--- config.mk ---
export PLATFORM = sky130hd
export DESIGN_NAME = pcie_cfg_arbiter
export DESIGN_NICKNAME = d
export VERILOG_FILES = /design/src/rtl/pcie_cfg_arb_pkg.sv /design/src/rtl/pcie_rr_arbiter.sv /design/src/rtl/pcie_cfg_arbiter.sv
export SDC_FILE = /design/constraint.sdc
export NUM_CORES = 1
export LEC_CHECK = 0
export CAP_MARGIN = 40
export CELL_PAD_IN_SITES_DETAIL_PLACEMENT = 1
export CELL_PAD_IN_SITES_GLOBAL_PLACEMENT = 2
export CORE_ASPECT_RATIO = 1.1
export CORE_MARGIN = 5
export CORE_UTILIZATION = 22
export DETAILED_ROUTE_END_ITERATION = 10
export PLACE_DENSITY = 0.91
export SYNTH_ARGS = -nofsm -noshare
export SYNTH_HDL_FRONTEND = slang
export SYNTH_SLANG_ARGS = --single-unit
--- constraint.sdc ---
create_clock -name clk -period 4.18 [get_ports clk]
set_input_delay 0.627 -clock clk [delete_from_list [all_inputs] [get_ports clk]]
set_output_delay 0.627 -clock clk [all_outputs]
set_load 0.01 [all_outputs]
--- src/rtl/pcie_cfg_arb_pkg.sv ---
// Shared types and helpers for the configuration-space access arbiter.
package pcie_cfg_arb_pkg;

  typedef enum logic [1:0] {
    StIdle,
    StIssue,
    StWaitRd,
    StResp
  } cfg_state_e;

  // Wide enough for any supported DATA_W; users slice the low DATA_W bits.
  localparam logic [255:0] CFG_ERR_DATA = '1;

  function automatic int unsigned idx_width(input int unsigned n);
    return (n > 1) ? $clog2(n) : 1;
  endfunction

endpackage

--- src/rtl/pcie_rr_arbiter.sv ---
// Combinational round-robin picker: first asserted request at or after ptr_i.
module pcie_rr_arbiter
  import pcie_cfg_arb_pkg::*;
#(
  parameter int unsigned NUM_REQ = 4,
  parameter int unsigned IDX_W   = idx_width(NUM_REQ)
) (
  input  logic [NUM_REQ-1:0] req_i,
  input  logic [IDX_W-1:0]   ptr_i,
  output logic [NUM_REQ-1:0] gnt_o,
  output logic [IDX_W-1:0]   gnt_idx_o
);

  int unsigned idx;
  logic        found;

  always_comb begin
    gnt_o     = '0;
    gnt_idx_o = '0;
    found     = 1'b0;
    idx       = 0;
    for (int unsigned i = 0; i < NUM_REQ; i++) begin
      idx = (int'(ptr_i) + i) % NUM_REQ;
      if (!found && req_i[idx]) begin
        found      = 1'b1;
        gnt_o[idx] = 1'b1;
        gnt_idx_o  = IDX_W'(idx);
      end
    end
  end

endmodule

--- src/rtl/pcie_cfg_arbiter.sv ---
// Round-robin sharing of the endpoint config port; one access in flight at a time.
// Read timeout is compiled in only when PCIE_CFG_ARB_TIMEOUT_EN is defined.
module pcie_cfg_arbiter
  import pcie_cfg_arb_pkg::*;
#(
  parameter int unsigned NUM_REQ     = 4,
  parameter int unsigned ADDR_W      = 6,
  parameter int unsigned DATA_W      = 32,
  parameter int unsigned TIMEOUT_CYC = 16
) (
  input  logic                      clk,
  input  logic                      rst_n,
  input  logic [NUM_REQ-1:0]        req_valid,
  output logic [NUM_REQ-1:0]        req_ready,
  input  logic [NUM_REQ-1:0]        req_write,
  input  logic [NUM_REQ*ADDR_W-1:0] req_addr,
  input  logic [NUM_REQ*DATA_W-1:0] req_wdata,
  output logic [NUM_REQ-1:0]        rsp_valid,
  output logic [DATA_W-1:0]         rsp_rdata,
  output logic                      rsp_err,
  output logic [ADDR_W-1:0]         ccfg_addr,
  output logic [DATA_W-1:0]         ccfg_wdata,
  output logic                      ccfg_write,
  output logic                      ccfg_read,
  input  logic [DATA_W-1:0]         ccfg_rdata,
  input  logic                      ccfg_rvalid,
  output logic                      busy
);

  localparam int unsigned IdxW = idx_width(NUM_REQ);
  localparam logic [DATA_W-1:0] ErrData = CFG_ERR_DATA[DATA_W-1:0];
  localparam logic [NUM_REQ-1:0] OneHot0 = NUM_REQ'(1);

  if (TIMEOUT_CYC < 1 || TIMEOUT_CYC > 255) begin : g_bad_timeout
    $error("TIMEOUT_CYC out of range");
  end

  cfg_state_e          state_q, state_d;
  logic [IdxW-1:0]     rr_ptr_q, rr_ptr_d;
  logic [IdxW-1:0]     owner_q, owner_d;
  logic                wr_q, wr_d;
  logic                misal_q, misal_d;
  logic [ADDR_W-1:0]   ccfg_addr_q, ccfg_addr_d;
  logic [DATA_W-1:0]   ccfg_wdata_q, ccfg_wdata_d;
  logic                ccfg_write_q, ccfg_write_d;
  logic                ccfg_read_q, ccfg_read_d;
  logic [NUM_REQ-1:0]  rsp_valid_q, rsp_valid_d;
  logic [DATA_W-1:0]   rsp_rdata_q, rsp_rdata_d;
  logic                rsp_err_q, rsp_err_d;
`ifdef PCIE_CFG_ARB_TIMEOUT_EN
  logic [7:0]          cnt_q, cnt_d;
`endif

  logic [NUM_REQ-1:0]  gnt;
  logic [IdxW-1:0]     gnt_idx;
  logic [ADDR_W-1:0]   sel_addr;
  logic [DATA_W-1:0]   sel_wdata;
  logic                sel_write;
  logic                accept;

  pcie_rr_arbiter #(
    .NUM_REQ(NUM_REQ),
    .IDX_W  (IdxW)
  ) u_rr_arbiter (
    .req_i    (req_valid),
    .ptr_i    (rr_ptr_q),
    .gnt_o    (gnt),
    .gnt_idx_o(gnt_idx)
  );

  assign req_ready = (rst_n && state_q == StIdle) ? gnt : '0;
  assign accept    = |(req_valid & req_ready);
  assign sel_addr  = req_addr[int'(gnt_idx)*ADDR_W +: ADDR_W];
  assign sel_wdata = req_wdata[int'(gnt_idx)*DATA_W +: DATA_W];
  assign sel_write = req_write[gnt_idx];

  always_comb begin
    state_d      = state_q;
    rr_ptr_d     = rr_ptr_q;
    owner_d      = owner_q;
    wr_d         = wr_q;
    misal_d      = misal_q;
    ccfg_addr_d  = ccfg_addr_q;
    ccfg_wdata_d = ccfg_wdata_q;
    ccfg_write_d = 1'b0;
    ccfg_read_d  = 1'b0;
    rsp_valid_d  = '0;
    rsp_rdata_d  = rsp_rdata_q;
    rsp_err_d    = rsp_err_q;
`ifdef PCIE_CFG_ARB_TIMEOUT_EN
    cnt_d        = cnt_q;
`endif
    case (state_q)
      StIdle: begin
        if (accept) begin
          state_d = StIssue;
          owner_d = gnt_idx;
          wr_d    = sel_write;
          misal_d = (sel_addr[1:0] != 2'b00);
          // Strobes are registered here so they are high during the ISSUE cycle.
          if (sel_addr[1:0] == 2'b00) begin
            ccfg_addr_d  = sel_addr;
            ccfg_wdata_d = sel_wdata;
            ccfg_write_d = sel_write;
            ccfg_read_d  = !sel_write;
          end
        end
      end
      StIssue: begin
        if (misal_q) begin
          state_d     = StResp;
          rsp_valid_d = OneHot0 << owner_q;
          rsp_rdata_d = ErrData;
          rsp_err_d   = 1'b1;
        end else if (wr_q) begin
          state_d     = StResp;
          rsp_valid_d = OneHot0 << owner_q;
          rsp_rdata_d = '0;
          rsp_err_d   = 1'b0;
        end else begin
          state_d = StWaitRd;
`ifdef PCIE_CFG_ARB_TIMEOUT_EN
          cnt_d   = '0;
`endif
        end
      end
      StWaitRd: begin
        if (ccfg_rvalid) begin
          state_d     = StResp;
          rsp_valid_d = OneHot0 << owner_q;
          rsp_rdata_d = ccfg_rdata;
          rsp_err_d   = 1'b0;
`ifdef PCIE_CFG_ARB_TIMEOUT_EN
        end else if (cnt_q == 8'(TIMEOUT_CYC - 1)) begin
          state_d     = StResp;
          rsp_valid_d = OneHot0 << owner_q;
          rsp_rdata_d = ErrData;
          rsp_err_d   = 1'b1;
        end else begin
          cnt_d = cnt_q + 8'd1;
`endif
        end
      end
      StResp: begin
        state_d  = StIdle;
        rr_ptr_d = (owner_q == IdxW'(NUM_REQ - 1)) ? '0 : owner_q + 1'b1;
      end
      default: state_d = StIdle;
    endcase
  end

  always_ff @(posedge clk) begin
    if (!rst_n) begin
      state_q      <= StIdle;
      rr_ptr_q     <= '0;
      owner_q      <= '0;
      wr_q         <= 1'b0;
      misal_q      <= 1'b0;
      ccfg_addr_q  <= '0;
      ccfg_wdata_q <= '0;
      ccfg_write_q <= 1'b0;
      ccfg_read_q  <= 1'b0;
      rsp_valid_q  <= '0;
      rsp_rdata_q  <= '0;
      rsp_err_q    <= 1'b0;
`ifdef PCIE_CFG_ARB_TIMEOUT_EN
      cnt_q        <= '0;
`endif
    end else begin
      state_q      <= state_d;
      rr_ptr_q     <= rr_ptr_d;
      owner_q      <= owner_d;
      wr_q         <= wr_d;
      misal_q      <= misal_d;
      ccfg_addr_q  <= ccfg_addr_d;
      ccfg_wdata_q <= ccfg_wdata_d;
      ccfg_write_q <= ccfg_write_d;
      ccfg_read_q  <= ccfg_read_d;
      rsp_valid_q  <= rsp_valid_d;
      rsp_rdata_q  <= rsp_rdata_d;
      rsp_err_q    <= rsp_err_d;
`ifdef PCIE_CFG_ARB_TIMEOUT_EN
      cnt_q        <= cnt_d;
`endif
    end
  end

  assign ccfg_addr  = ccfg_addr_q;
  assign ccfg_wdata = ccfg_wdata_q;
  assign ccfg_write = ccfg_write_q;
  assign ccfg_read  = ccfg_read_q;
  assign rsp_valid  = rsp_valid_q;
  assign rsp_rdata  = rsp_rdata_q;
  assign rsp_err    = rsp_err_q;
  assign busy       = (state_q != StIdle);

endmodule

==> flow_metrics.tcl <==
set metrics [dict create \
    dp_cells 1110 \
    grt_busiest_layer "met2" \
    firstDrtPassIters 4 \
    gp_congestion 0.801 \
    synth_edf_count 0 \
    drt_iter0_drc 160 \
    post_cts.repair.setup_buffers 0 \
    synthArstFlopShare 0 \
    grtUsageMet1 0.153 \
    area_delta_synth_final_pct 67.2 \
    netlist.area_leader.share 0.333 \
    finalClockSkew_ns 0.00864 \
    drv_cap 0 \
    grt_pass1_wl_um 28800 \
    max-slew-margin-rel 0.462 \
    synth_flop_cell "dfxtp_1" \
    antenna_found_initial 0 \
    die_x_um 155 \
    p_per_area_mw_per_mm2 442 \
    power_switching_mw 1.32 \
    synthCells 567 \
    cts-root-buf "clkbuf_16" \
    ys_ff_latch 85 \
    grt_max_degree 82 \
    fin_cells 1126 \
    wl_per_cell_um 16.6 \
    p_int_mw 2.45 \
    crit_type "input port to output pin" \
    yosys_warnings 0 \
    avgSynthCellArea_sq_um 9.00 \
    max_freq_mhz 276 \
    clockBufferDepth 2 \
    clkTransAtPathRegs_ns 0.06 \
    h-tree-depth 3 \
    outcome "finished, final reports clean" \
    via_count 5125 \
    worstPathMaxFanout 9 \
    reg2reg_slack_ns 0.78 \
    drt_wl_total_um 18700 \
    initial_core_util 0.223 \
    p_sw_frac 0.351 \
    period_share 0.865 \
    synth_area_leaders "dfxtp_1 (33%), mux2i_1 (15%), mux2_2 (8.4%), nand2_1 (6.8%), a21boi_0 (4.9%)" \
    nets 1032 \
    post-route-drc-count 0 \
    p_seq_frac 0.288 \
    critPathArrivalTime_ns 2.99 \
    vias_per_cell 4.55 \
    clk_latency_ns 0.35 \
    fin_tns_setup_ns 0 \
    clockPowerShare 0.239 \
    fillCellCount 2659 \
    vdd_drop_max_uv 193 \
    yosysMostFrequentCell "nand2_1" \
    cp-start-kind "input port" \
    ioPinCount 277 \
    grt_use_met3 0.0347 \
    maxSlewViolCount 0 \
    syn-cell-area_sq_mm 0.00510 \
    place_hpwl_um 14700 \
    rows 58 \
    ctsHoldBuffers 0 \
    met2_usage 0.249 \
    drive_above_1_share 0.0969 \
    synth-seq-area-share 0.333 \
    period_needed_ns 3.62 \
    cts_resized 0 \
    grt_pass1_vias 5471 \
    end_kind "output pin" \
    portBuffers 276 \
    hold_class "flop to flop" \
    setup_viol_count_final 0 \
    rsz0062_at_grt "no" \
    p_comb_frac 0.473 \
    drt.antenna.violating_nets 0 \
    track_usage 0.136 \
    worstPathRequired_ns 3.55 \
    yosysTopAreaCell "dfxtp_1" \
    core_area_sq_mm 0.0229 \
    cts.sinks 85 \
    finalHoldViolCount 0 \
    cellLeakagePower_nw 3.16 \
    syn-num-nets 778 \
    cts_buffers 9 \
    synthDistinctLibCells 50 \
    grt-ovfl-total 0 \
    tritoncts "done" \
    worstMarginPinSlew_ns 0.807 \
    fp.dieArea_sq_mm 0.0263 \
    synth_commonest_cells "nand2_1 (92), dfxtp_1 (85), mux2i_1 (78)" \
    antennaDiodeCount 0 \
    dieHeight_um 170 \
]
[registers in the layout, summed over array words and instances, names as in the netlist]
| name | count |
|---|---|
| rsp_err | 1 |
| ccfg_addr | 6 |
| ccfg_wdata | 32 |
| rsp_rdata | 32 |
| owner_q | 2 |
| misal_q | 1 |
| rsp_valid | 4 |
| ccfg_read | 1 |
| ccfg_write | 1 |
| rr_ptr_q | 2 |
| state_q | 2 |
| wr_q | 1 |
[path summary, 6_finish.rpt]
path | from | endpoint | cells after the start
worst min-delay path | ccfg_wdata[0]$_SDFFE_PN0P_ | ccfg_wdata[0]$_SDFFE_PN0P_ | 2
worst max-delay path | req_valid[1] | req_ready[3] | 7
worst max register to register | rr_ptr_q[0]$_SDFFE_PN0N_ | ccfg_wdata[25]$_SDFFE_PN0P_ | 10
worst min register to register | ccfg_wdata[0]$_SDFFE_PN0P_ | ccfg_wdata[0]$_SDFFE_PN0P_ | 2
[cells by family after synthesis]
logic type | count (synthesis) | synth area share
multiplexers | 119 | 0.250
buffers and inverters | 61 | 0.0537
AO/OA/AOI/OAI | 152 | 0.203
flip-flops | 85 | 0.333
AND/OR/NAND/NOR | 134 | 0.121
adder cells (fa/ha/maj) | 16 | 0.0392
[layout make-up]
cell class / count / area (sq um) / area share
clock inverter: 7 / 105 / 0.0123
inverter: 15 / 56.3 / 0.00660
clock buffer: 9 / 225 / 0.0264
sequential: 85 / 1700 / 0.199
timing repair buffer: 289 / 2910 / 0.341
tap: 300 / 375 / 0.0440
multi-input combinational: 421 / 3160 / 0.370
[per-layer routing]
layer  share of wire  up-vias
met5               0        -
met4           0.024        0
met3           0.064       30
met2            0.51      175
met1            0.40     2398
li1                -     2522
[power groups by stage]
| stage | registers (mW) | logic, mW | clock network, mW |
|---|---|---|---|
| finish | 1.09 | 1.79 | 0.902 |
| global route | 1.11 | 1.97 | 0.962 |
| CTS | 1.09 | 1.83 | 0.945 |
| floorplan | 1.17 | 0.916 | 0 |
| detailed placement | 1.11 | 1.83 | 0 |
| global placement | 1.10 | 1.76 | 0 |
[metrics by stage]
stage                     area [sq um]   util  hold WS (ns)  power (mW)  worst slack [ns]
after global routing              8530  0.373         0.479        4.04             0.372
after CTS                         8530  0.373         0.459        3.87             0.564
after global placement            8160  0.357         0.441        2.86             0.408
final                             8530  0.373         0.455        3.77             0.563
after detailed placement          8200  0.359         0.446        2.93             0.387
after floorplan                   5100      -         0.479        2.08             0.852
[worst max-delay path: stages]
cell and delay (ns):
clkdlybuf4s50_1 0.52, buf_4 0.22, mux4_2 0.57, inv_1 0.16
o22ai_1 0.12, a21oi_1 0.21, clkdlybuf4s50_1 0.56
[cells in the final DEF (no fill, tap or decap), types with 3 or more instances in the layout]
cell	netlist	layout
clkdlybuf4s50_1	0	275
nand2_1	92	92
dfxtp_1	85	85
mux2i_1	78	78
mux2_2	38	38
o21ai_0	36	36
a22oi_1	33	33
a21boi_0	33	33
ha_1	16	16
inv_1	14	14
a21oi_1	13	11
o21ai_1	11	11
and2_1	9	9
clkbuf_16	0	9
buf_4	1	9
nor2b_1	7	7
nor2_1	5	5
nand2b_1	4	4
mux4_2	3	3
nor3b_1	3	3
o22ai_1	3	3
a21o_1	3	3
nand3_1	3	3
(Power assumes the default switching activity.)
